File: config.mk
export PLATFORM = sky130hd
export DESIGN_NAME = int_div_iterative
export DESIGN_NICKNAME = d
export VERILOG_FILES = /design/src/rtl/int_div_iterative.sv
export SDC_FILE = /design/constraint.sdc
export NUM_CORES = 1
export LEC_CHECK = 0
export BUFFER_PORTS_ARGS = -buffer_cell sky130_fd_sc_hd__buf_2
export CAP_MARGIN = 5
export CORE_ASPECT_RATIO = 1.25
export CORE_MARGIN = 2
export CORE_UTILIZATION = 40
export DETAILED_ROUTE_END_ITERATION = 8
export REMOVE_ABC_BUFFERS = 1
export SETUP_SLACK_MARGIN = 0.1
export SYNTH_ARGS = -nofsm -noshare
export SYNTH_HDL_FRONTEND = slang
export SYNTH_SLANG_ARGS = --single-unit
export TNS_END_PERCENT = 50
File: constraint.sdc
create_clock -name clk -period 8.9 [get_ports clk]
set_input_delay 1.335 -clock clk [delete_from_list [all_inputs] [get_ports clk]]
set_output_delay 1.335 -clock clk [all_outputs]
set_load 0.05 [all_outputs]
File: src/rtl/int_div_iterative.sv
// int_div_iterative: 32-bit signed divider using restoring shift-subtract, one quotient bit per cycle.
module int_div_iterative (
  input  logic        clk,
  input  logic        reset,
  input  logic        istream_val,
  output logic        istream_rdy,
  input  logic [63:0] istream_msg,
  output logic        ostream_val,
  input  logic        ostream_rdy,
  output logic [63:0] ostream_msg
);
  typedef enum logic [1:0] {IDLE, CALC, DONE} state_t;
  state_t state, state_nx;
  logic [5:0] cnt;
  logic [63:0] rq, sh, step;
  logic [31:0] a_in, b_in, b_mag, diff, q_fin, r_fin;
  logic neg_q, neg_r, div0, accept;
  assign a_in = istream_msg[63:32];
  assign b_in = istream_msg[31:0];
  assign accept = state == IDLE && istream_val;
  always_comb begin
    sh = rq << 1;
    diff = sh[63:32] - b_mag;
    step = sh[63:32] >= b_mag ? {diff, sh[31:1], 1'b1} : sh;
    q_fin = div0 ? '1 : (neg_q ? -step[31:0] : step[31:0]);
    r_fin = neg_r ? -step[63:32] : step[63:32];
    state_nx = accept ? CALC
             : (state == CALC && cnt == 6'd31) ? DONE
             : (state == DONE && ostream_rdy) ? IDLE : state;
    istream_rdy = state == IDLE;
    ostream_val = state == DONE;
  end
  // Magnitudes are taken as unsigned 32-bit values, so 32'h80000000 needs no special handling.
  always_ff @(posedge clk or posedge reset) begin
    if (reset) begin
      state <= IDLE;
      cnt <= '0;
      rq <= '0;
      b_mag <= '0;
      neg_q <= 1'b0;
      neg_r <= 1'b0;
      div0 <= 1'b0;
      ostream_msg <= '0;
    end else begin
      state <= state_nx;
      if (accept) begin
        cnt <= '0;
        rq <= {32'd0, a_in[31] ? -a_in : a_in};
        b_mag <= b_in[31] ? -b_in : b_in;
        neg_q <= a_in[31] ^ b_in[31];
        neg_r <= a_in[31];
        div0 <= b_in == 32'd0;
      end else if (state == CALC) begin
        cnt <= cnt + 6'd1;
        rq <= step;
        if (cnt == 6'd31) ostream_msg <= {r_fin, q_fin};
      end
    end
  end
`ifndef SYNTHESIS
  task automatic display_trace();
    $display("[%0t] state=%s cnt=%0d rq=%h b_mag=%h msg=%h", $time, state.name(), cnt, rq, b_mag, ostream_msg);
  endtask
`endif
endmodule

* After elaboration in Yosys (flattened, before gate mapping)
Index checks and enable logic that the tools add are counted.
Operators by class: add/subtract/negate cells 6, $mul 0, divide/modulo/power cells 0, order comparisons 1, eq/ne operators 3, shift operators 0, mux-type cells 13, bitwise operators 2, reductions and logical operators 8
Operator list (count):
- 32-bit 2-to-1 mux | 5
- 32-bit negation | 4
- 63-bit 2-to-1 mux | 2
- 64-bit 2-to-1 mux | 1
- 32-bit >= comparator | 1
- 32-bit zero test | 1
- 32-bit subtractor | 1
- 6-bit 2-to-1 mux | 2
- 6-bit by 1-bit adder with 6-bit output, second input constant | 1
- 6-bit by 5-bit == test with 1-bit output, second input constant | 1
- 2-bit 2-to-1 mux | 3
- 1-bit logical AND | 3
- 3-bit AND reduction | 1
- 3-bit nonzero test | 1
- 2-bit by 1-bit == test with 1-bit output, second input constant | 1
- 2-bit == test, second input constant | 1
- 2-bit zero test | 1
- 2-bit nonzero test | 1
- 1-bit NOT | 1
- 1-bit bitwise XOR | 1
Storage, ports and cells: flip-flop bits (word level) 170, latch bits 0, bits in writable memories 0, ROM bits 0, input bits 68, output and inout port bits 66, logic and storage cells 41, memories kept 0

* Logic depth before layout (Yosys ltp)
Gate-level depths: netlist (run 1).
word-level depth 5, gate-level depth with buffers 20, mapped depth without buffers 17

* Worst setup path before layout (run 1)
No wires, ideal clock.
path kind flip-flop to flip-flop, start point register rq[31], end point register ostream_msg[58], setup time 95 ps, arrival 4618 ps, data required time 8805 ps, setup slack 4186 ps, stages on the path, launching flop included 20, buffers on the path 3, clock period less this slack 4714 ps, path through dfrtp_1 > inv_1 > ha_1 > fa_1 > nand2b_1 > a211oi_1 > o21ai_0 > nand3_1 > a21o_1 > clkbuf_1 > buf_2 > buf_1 > nand2_1 > o21ai_0 > ha_1 > inv_1 > or3_1 > a2111oi_0 > nor3b_1 > o31ai_1
On the way: longest elaborated chain between the ends 4, elaborated cells on any way between the ends 5, those cells by class 2 x add/sub; 1 x order compare; 2 x mux
Ends and longest elaborated chain:
- from (decl) | line 15 | logic [63:0] rq, sh, step;
- from (signal assigned) | line 48 | rq <= {32'd0, a_in[31] ? -a_in : a_in};
- from (signal assigned) | line 55 | rq <= step;
- 32-bit subtractor / 32-bit >= comparator (equally long branches) | line 23, 24
- 64-bit 2-to-1 mux (*) | line 24 | step = sh[63:32] >= b_mag ? {diff, sh[31:1], 1'b1} : sh;
- 32-bit negation | line 26 | r_fin = neg_r ? -step[63:32] : step[63:32];
- 32-bit 2-to-1 mux (*) | line 26
- to (signal assigned) | line 56 | if (cnt == 6'd31) ostream_msg <= {r_fin, q_fin};
- to (decl) | line 10 | output logic [63:0] ostream_msg
Mark *: on every way between the ends. The rest lies on a longest branch, timed or not. A chain may end at the register's enable or synchronous reset.

* Worst setup path after layout (run 1)
start point register rq[31], end point register ostream_msg[62]
Same word-level chain as after synthesis.

==> impl_metrics.yaml, run 1 <==
drt:
  first_pass_iters: 5
  wl_met2_mm: 15.46
  vias: 10313
  routed_wl_mm: 31.80
  drc: 0
  wl_met3_mm: 1.455
  wl_per_cell_um: 17.24
  topRoutingLayerUsed: "met5"
  viasPerCell: 5.593
  ant_nets: 0
  drt-initial-drc-count: 463
  met1_length_mm: 13.98
global_route:
  grt_pass1_wl_mm: 52.16
  grt_max_degree: 98
  antenna_found_initial: 7
  grt_pass1_vias: 10168
  grt.overflow.total: 0
  track_usage_pct: 21.68
sta:
  timing.hold.ws_ns: 0.4693
  max-slew-margin-rel_pct: 30.30
  period_needed_ns: 5.009
  fmax_mhz: 199.6
  finalCritPeriodShare_pct: 56.29
  hold_viol: 0
  worstMarginPinSlew_ns: 1.045
  finClkSkew_ns: 0.01461
  drv_slew: 0
  rsz0062_at_grt: "no"
  setup_viol: 0
  finalSetupTns_ns: 0
pwr:
  internal_power_uw: 1209
  pwr-share-clk_pct: 46.9
  switchingPower_uw: 393.9
  p_sw_share_pct: 24.57
  pwr_density_cell_nw_per_um2: 123.5
  p_comb_share_pct: 4.9
  vdd_drop_max_mv: 0.1212
  p_leak_uw: 0.005652
  power_frac_seq_pct: 48.2
die:
  die_h_um: 193.1
  row_count: 69
  io_pins: 134
  die_x_um: 155.3
  initial_utilization_pct: 40.43
  core_sq_um: 28320
  dieArea_sq_um: 30000
layout:
  fin_nets: 1579
  synthToLayoutAreaGrowth_pct: 13.34
  regArea_sq_um: 4254
  drive_above_1_share_pct: 13.59
  fill_cells: 2878
  layout_commonest_cell: "o21ai_0"
  final_util_pct: 45.82
  final_cell_mix: "202 x o21ai_0, 170 x dfrtp_1, 159 x nand2_1"
  multi_input_area_sq_um: 6725
critical_path:
  reg2regPathDepth: 18
  crit_buf_inv: 3
  crit_path_frequent_cell: "o21ai_0"
  crit_path_max_fanout: 48
  path_class: "flip-flop to flip-flop"
  cp.required_ns: 9.19
  slowest_stage: "buf_4"
  r2r_end: "ostream_msg[62]"
  cp-end-kind: "flip-flop"
  cp_slowest_stage_delay_ns: 0.55
  reg2reg_slack_ns: 3.89
  cp-endpoint: "ostream_msg[62]"
  cp-startpoint: "rq[31]"
  critPathTopFamily: "compound AO/OA/AOI/OAI gates"
  reg2reg_from: "rq[31]"
  arrival_ns: 5.30
  worst_setup_path_start_kind: "flip-flop"
  crit_chain: "inv_1 > ha_1 > fa_1 > nand2b_1 > a211oi_1 > o21ai_0 > nand3_1 > a21o_2 > buf_4 > nand2_1 > o21ai_0 > ha_1 > inv_1 > nor3_1 > nand3_1 > o41ai_1 > xnor2_1 > o21ai_0"
  crit_cells: 18
yosys:
  synth_top_area_cell: "dfrtp_1"
  syn_inst: 1385
  synthTopCellsByArea: "dfrtp_1 37%, o21ai_0 8.8%, xor2_1 6.7%"
  netlist_area_sq_um: 11450
  netlist.area_leader.share_pct: 37.16
  synth-seq-cells: 170
  synth.distinct_cells: 65
  synth_warnings: 0
  async_flop_share_pct: 100.0
  avgSynthCellArea_sq_um: 8.266
  synth_edf_count: 0
  synth_ff_type: "dfrtp_1"
  yosysSeqAreaShare_pct: 37.16
clock_tree:
  ctsResizeCount: 0
  cts.sinks: 170
  tritoncts: "done"
  cts.clk_slew.worst_paths_ns: 0.06
  ctsRootBufferMaster: "clkbuf_16"
  postCtsSetupBuffers: 0
  clockBufferDepth: 2
  clk_latency_ns: 0.44
  htreeDepth: 4
  holdBufCountCts: 0
  cts_buffers: 17
run_status:
  run_status: "finished clean"
placement:
  gp_congestion: 0.9602
  port_buffers: 133
  dpl.hpwl_mm: 23.24
flow_run:
  maxCapViolations: 0
worst_hold_path:
  worstHoldPathType: "flip-flop to flip-flop"
## worst min-delay path by stage
stage / start / end / slack, ns / cells after the start
final: ostream_msg[39] / ostream_msg[39] / 0.47 / 2
after global routing: b_mag[20] / b_mag[20] / 0.50 / 2
after CTS: ostream_msg[33] / ostream_msg[33] / 0.48 / 2
after detailed placement: ostream_msg[39] / ostream_msg[39] / 0.47 / 2
after global placement: ostream_msg[33] / ostream_msg[33] / 0.46 / 2
after floorplan: b_mag[10] / b_mag[10] / 0.45 / 2
## tightest hold or removal path: cells and delay by family, from the launching register on
| family | cells | cell delay [ns] |
|---|---|---|
| and+or+nand+nor | 1 | 0.04 |
| DFF | 1 | 0.34 |
| AOI/OAI and AO/OA | 1 | 0.05 |
## power groups by stage
stage	Sequential, uW	Combinational (uW)	Clock, uW
6_report	772	78.4	752
5_1_grt	772	89.6	801
4_1_cts	772	80.4	769
3_5_place_dp	787	80.5	0
3_3_place_gp	787	79.0	0
2_1_floorplan	787	39.2	0
## state kept, by name, indices dropped and copies added (netlist names)
signal,cells
neg_r,1
cnt,6
neg_q,1
b_mag,32
state,2
rq,63
ostream_msg,64
div0,1
## cell type report
cell class / count / area share (%)
repair buffers: 145 / 5.824
diodes: 3 / 0.05785
well taps: 355 / 3.423
clock inverters: 12 / 0.9932
flip-flops and latches: 170 / 32.78
clock buffers: 20 / 3.519
inverters: 53 / 1.572
multi-input cells: 1086 / 51.83
## cell families (layout without fill, tap and decap cells)
logic type               Yosys count  count (layout)  share of synthesized area, %
AO/OA/AOI/OAI                    443             443                         22.96
XOR/XNOR                         136             136                         10.40
adder cells (fa/ha/maj)           38              38                         4.219
buffers and inverters            129             230                         4.317
flip-flops                       170             170                         37.16
multiplexers                      23              23                         2.011
other                              0               3                             0
AND/OR/NAND/NOR                  446             446                         18.93
## per-stage QoR
stage          power [uW]  std cells  cell area (sq um)  setup slack, ns
2_1_floorplan       826.5       1309              11150            2.962
3_3_place_gp        866.0       1809              12380            4.076
3_5_place_dp        867.5       1809              12380            3.896
4_1_cts              1621       1841              12970            3.900
5_1_grt              1663       1842              12970            3.349
6_report             1603       1844              12980            3.891
## cell usage after synthesis (3+ instances only)
master     count
xor2_1        88
a21boi_0       4
nand3b_1       3
nand4_1       12
o21a_1         5
and3_1         4
nor4_1         6
o41ai_1       15
nand2_1      160
inv_1         53
o21ai_0      202
xnor2_1       48
and2_1        10
and4_1         3
or3_1         25
nor2_1        92
nor3_1        20
a2111oi_0      4
clkbuf_1      61
nor2b_1        8
or4_4          3
a211oi_1      10
buf_2          5
or2_2          5
a21oi_1       97
a31oi_1        3
or3_4          3
nor4b_1        3
or4_1         12
buf_1          9
mux2i_1       23
o211ai_1       6
dfrtp_1      170
nand3_1       56
o31ai_1       39
nand2b_1      10
a21o_1         8
ha_1          37
a22o_1         5
nor3b_1        4
a22oi_1       26
## per-layer routing
metal / vias to the layer above / GRT usage, %
li1: 5149 / -
met1: 4853 / 26.55
met2: 242 / 37.91
met3: 61 / 4.269
met4: 8 / 8.186
met5: - / 0
No activity file was read; power rests on OpenSTA's default activity.
==> run 2, diff against run 1 <==
clock period = 5 ns   (was 8.9 ns; I/O delays follow)
==> impl_metrics.yaml, run 2 (synthesized netlist as in run 1, its figures left out) <==
clock_tree:
  tritoncts: "done"
  clk_latency_ns: 0.44
  htreeDepth: 4
  ctsRootBufferMaster: "clkbuf_16"
  cts_buffers: 17
  cts.clk_slew.worst_paths_ns: 0.07
  holdBufCountCts: 0
  clockBufferDepth: 2
  cts.sinks: 170
die:
  die_x_um: 155.3
  core_sq_um: 28320
  dieArea_sq_um: 30000
  io_pins: 134
  die_h_um: 193.1
  row_count: 69
  initial_utilization_pct: 40.43
sta:
  drv_slew: 0
  setup_viol: 0
  finClkSkew_ns: 0.01208
  rsz0062_at_grt: "no"
  finalSetupTns_ns: 0
  period_needed_ns: 4.486
  worstMarginPinSlew_ns: 1.021
  max-slew-margin-rel_pct: 31.95
  timing.hold.ws_ns: 0.4717
  finalCritPeriodShare_pct: 89.72
  fmax_mhz: 222.9
  hold_viol: 0
layout:
  fill_cells: 2829
  multi_input_area_sq_um: 6731
  largest_registers: "ostream_msg: 64 flops, rq: 63 flops, b_mag: 32 flops"
  final_area_sq_um: 13120
  largest_reg_flops: 64
  final_util_pct: 46.32
  synthToLayoutAreaGrowth_pct: 14.56
  layout_commonest_cell: "o21ai_0"
  regArea_sq_um: 4254
  final_cells: 1850
  fin_nets: 1586
  drive_above_1_share_pct: 14.13
  final_cell_mix: "201 x o21ai_0, 170 x dfrtp_1, 159 x nand2_1"
  regMostFlops: "ostream_msg"
drt:
  wl_met3_mm: 1.424
  drc: 0
  drt-initial-drc-count: 574
  wl_met2_mm: 15.49
  wl_per_cell_um: 17.24
  met1_length_mm: 14.20
  vias: 10303
  ant_nets: 0
  first_pass_iters: 5
  routed_wl_mm: 31.90
  viasPerCell: 5.569
  topRoutingLayerUsed: "met5"
worst_hold_path:
  min_from: "ostream_msg[54]"
  worstHoldPathCells: 2
  holdPathEnd: "ostream_msg[54]"
  worstHoldPathType: "flip-flop to flip-flop"
placement:
  dpl.hpwl_mm: 23.66
  port_buffers: 133
  gp_congestion: 0.9119
  post_dp_cell_area_sq_um: 12450
  post-place-cells: 1816
critical_path:
  arrival_ns: 4.78
  path_class: "flip-flop to flip-flop"
  cp.required_ns: 5.29
  r2r_end: "ostream_msg[63]"
  reg2reg_from: "rq[31]"
  reg2reg_slack_ns: 0.51
  reg2regPathDepth: 15
  crit_path_max_fanout: 42
  cp-end-kind: "flip-flop"
  worst_setup_path_start_kind: "flip-flop"
global_route:
  grt_max_degree: 95
  grt_pass1_wl_mm: 52.49
  track_usage_pct: 21.91
  grt_pass1_vias: 10085
  grt.overflow.total: 0
  antenna_found_initial: 5
flow_run:
  maxCapViolations: 0
run_status:
  run_status: "finished clean"
pwr:
  pwr_density_cell_nw_per_um2: 229.5
  p_leak_uw: 0.005728
  vdd_drop_max_mv: 0.2021
==> run 2: cell count changes in the layout (fill, tap and decap cells not counted) <==
cell and delta:
diode_2 -1, clkbuf_1 -1, clkbuf_8 -2, o21ai_1 +1, bufinv_16 +3, inv_8 +3, buf_12 +1, a31oi_2 +1
o21ai_0 -1, clkinv_4 -3, buf_4 +5, a31oi_1 -1, buf_6 +1
==> run 2: critical path, cell delays in order, from the launching register on <==
cell and delay [ns]:
dfrtp_1 0.43, inv_1 0.08, ha_1 0.23, fa_1 0.41, nand2b_1 0.18, a211oi_1 0.28, o21ai_0 0.26, nand3_1 0.20
a21o_2 0.27, buf_6 0.39, a41o_1 0.30, o21ai_0 0.23, nand4b_1 0.31, o41ai_1 0.49, xor2_1 0.17, o21ai_0 0.08
==> run 2: how the worst max path moves through the flow <==
stage | startpoint | depth (start not counted) | slack (ns) | to
floorplan | rq[31] | 15 | -0.55 | ostream_msg[57]
global placement | rq[48] | 13 | 0.40 | ostream_msg[63]
detailed placement | rq[48] | 13 | 0.28 | ostream_msg[63]
CTS | rq[48] | 13 | 0.25 | ostream_msg[63]
global route | rq[31] | 16 | 0.10 | ostream_msg[63]
finish | rq[31] | 15 | 0.51 | ostream_msg[63]
==> run 2: where the power goes <==
group	switching [uW]	internal, uW
Sequential	0	1370
Combinational	88.7	50.7
Clock	636	860
==> run 2: metrics by stage <==
stage               power [uW]  worst slack (ns)
finish                    3009            0.5139
CTS                       3047            0.2537
detailed placement        1543            0.2831
floorplan                 1471           -0.5451
global placement          1541            0.4040
global route              3117            0.1024
==> run 2: area by class of cell <==
| type | count | area share [%] |
|---|---|---|
| clock inverters | 15 | 1.727 |
| flip-flops and latches | 170 | 32.44 |
| well taps | 355 | 3.387 |
| multi-input cells | 1086 | 51.33 |
| repair buffers | 152 | 6.287 |
| diodes | 2 | 0.03816 |
| inverters | 53 | 1.555 |
| clock buffers | 17 | 3.244 |
==> run 2: what timing repair did <==
action	CTS	global route
setup buffers	0	0
gates resized for setup	0	3
setup endpoints to repair	0	6
==> run 2: routing by layer <==
metal / GRT usage (%) / up-vias
met5: 0 / -
li1: - / 5168
met2: 38.21 / 221
met4: 7.269 / 6
met1: 27.43 / 4865
met3: 4.180 / 43
==> run 3, diff against run 2 <==
==> constraint.sdc (replaced) <==
create_clock -name clk -period 5 [get_ports clk]
set_input_delay 1 -clock clk [delete_from_list [all_inputs] [get_ports clk]]
set_output_delay 1 -clock clk [all_outputs]
set_load 0.05 [all_outputs]
==> impl_metrics.yaml, run 3 (synthesized netlist as in run 1, its figures left out) <==
clock_tree:
  cts.sinks: 170
  cts_buffers: 17
  tritoncts: "done"
  htreeDepth: 4
  clk_latency_ns: 0.45
  cts.clk_slew.worst_paths_ns: 0.06
  postCtsSetupBuffers: 0
  holdBufCountCts: 0
  ctsRootBufferMaster: "clkbuf_16"
  clockBufferDepth: 2
critical_path:
  r2r_end: "ostream_msg[63]"
  crit_chain: "inv_1 > ha_1 > fa_1 > nand2b_1 > a211oi_1 > o21ai_0 > nand3_1 > a21o_2 > buf_12 > a41o_1 > o21ai_0 > nand4b_1 > o41ai_1 > xor2_1 > o21ai_0"
  cp-endpoint: "ostream_msg[63]"
  reg2regPathDepth: 15
  cp.required_ns: 5.30
  slowest_stage: "o41ai_1"
  worst_setup_path_start_kind: "flip-flop"
  path_class: "flip-flop to flip-flop"
  critPathTopFamily: "compound AO/OA/AOI/OAI gates"
  crit_buf_inv: 2
  reg2reg_from: "rq[31]"
  crit_path_frequent_cell: "o21ai_0"
  cp_slowest_stage_delay_ns: 0.50
  reg2reg_slack_ns: 0.51
  crit_path_max_fanout: 41
  cp-startpoint: "rq[31]"
  arrival_ns: 4.79
  cp-end-kind: "flip-flop"
  crit_cells: 15
sta:
  finClkSkew_ns: 0.01455
  worstMarginPinSlew_ns: 1.001
  timing.hold.ws_ns: 0.4738
  hold_viol: 0
  rsz0062_at_grt: "no"
  drv_slew: 0
  period_needed_ns: 4.489
  finalSetupTns_ns: 0
  fmax_mhz: 222.8
  finalWorstSetupSlack_ns: 0.5109
  finalCritPeriodShare_pct: 89.78
  max-slew-margin-rel_pct: 33.30
  setup_viol: 0
worst_hold_path:
  worstHoldPathCells: 2
  min_from: "ostream_msg[41]"
  worstHoldPathType: "flip-flop to flip-flop"
flow_run:
  maxCapViolations: 0
drt:
  ant_nets: 0
  vias: 10297
  drt-initial-drc-count: 549
  drc: 0
  first_pass_iters: 5
  routed_wl_mm: 32.01
  viasPerCell: 5.554
  wl_per_cell_um: 17.27
placement:
  post-place-ws_ns: 0.5119
  post-place-cells: 1820
  port_buffers: 133
  dpl.hpwl_mm: 23.56
  gp_congestion: 0.8644
layout:
  regMostFlops: "ostream_msg"
  final_cell_mix: "201 x o21ai_0, 170 x dfrtp_1, 159 x nand2_1"
  final_cells: 1854
  synthToLayoutAreaGrowth_pct: 14.40
  largest_registers: "ostream_msg: 64 flops, rq: 63 flops, b_mag: 32 flops"
  largest_reg_flops: 64
  layout_commonest_cell: "o21ai_0"
  drive_above_1_share_pct: 14.30
  fin_nets: 1590
global_route:
  antenna_found_initial: 3
  grt_pass1_wl_mm: 52.99
  grt.overflow.total: 0
  grt_max_degree: 108
  track_usage_pct: 22.02
  grt_pass1_vias: 10223
die:
  io_pins: 134
  row_count: 69
  dieArea_sq_um: 30000
  core_sq_um: 28320
  die_x_um: 155.3
  initial_utilization_pct: 40.43
  die_h_um: 193.1
pwr:
  pwr_density_cell_nw_per_um2: 219.2
  vdd_drop_max_mv: 0.2182
  p_leak_uw: 0.005731
run_status:
  run_status: "finished clean"
## run 3: changes by cell type in the layout (fill, tap and decap cells not counted)
cell        change
a31oi_1         +1
a31oi_2         -1
clkinv_4        +4
buf_6           -1
buf_4           +3
clkinv_2        +3
bufinv_16       -2
clkinvlp_4      -1
buf_12          +2
inv_8           -4
## run 3: metrics by stage
step	cell area [sq um]	util (%)	power, uW
finish	13100	46.25	2871
global route	13100	46.24	2980
CTS	13090	46.24	2905
detailed placement	12500	44.15	1544
global placement	12500	44.15	1542
floorplan	11150	-	1471
## run 3: cell type report
type / instances / area [sq um]
Clock buffer: 17 / 425.4
Antenna cell: 2 / 5.005
Tap cell: 355 / 444.2
Clock inverter: 15 / 163.9
Sequential cell: 170 / 4254
Inverter: 53 / 203.9
Timing Repair Buffer: 156 / 875.8
Fill cell: 2838 / 15220
Multi-Input combinational cell: 1086 / 6725
## run 3: worst min-delay path by stage
stage | endpoint | slack [ns]
2_1_floorplan | b_mag[10] | 0.45
3_3_place_gp | neg_r | 0.46
3_5_place_dp | ostream_msg[62] | 0.47
4_1_cts | ostream_msg[62] | 0.48
5_1_grt | ostream_msg[39] | 0.50
6_report | ostream_msg[41] | 0.47
## run 3: timing repair
| action | CTS | global route |
|---|---|---|
| endpoints found under the hold margin | 0 | 0 |
| resized for setup | 0 | 1 |
| endpoints found under the setup margin | 0 | 1 |
## run 3: layer usage
metal	vias to the layer above	track usage [%]	wire [um]	part of all wire [%]
li1	5160	-	-	-
met1	4860	27.17	14010	44
met2	227	38.60	15890	50
met3	46	4.381	1416	4.4
met4	4	7.551	668	2.1
met5	-	0	30	0.094
## run 3: where the power goes
part / total (uW) / internal [uW] / switching (uW) / leakage (uW)
Clock: 1360 / 745 / 610 / 0.000290
Sequential: 1370 / 1370 / 0 / 0.00214
Combinational: 141 / 50.7 / 90.0 / 0.00330
Total: 2870 / 2170 / 700 / 0.00573
## run 3: worst reg2reg max path, stage by stage (launching register included)
cell      delay [ns]
dfrtp_1         0.42
inv_1           0.08
ha_1            0.23
fa_1            0.41
nand2b_1        0.18
a211oi_1        0.31
o21ai_0         0.27
nand3_1         0.21
a21o_2          0.31
buf_12          0.29
a41o_1          0.30
o21ai_0         0.27
nand4b_1        0.34
o41ai_1         0.50
xor2_1          0.17
o21ai_0         0.08
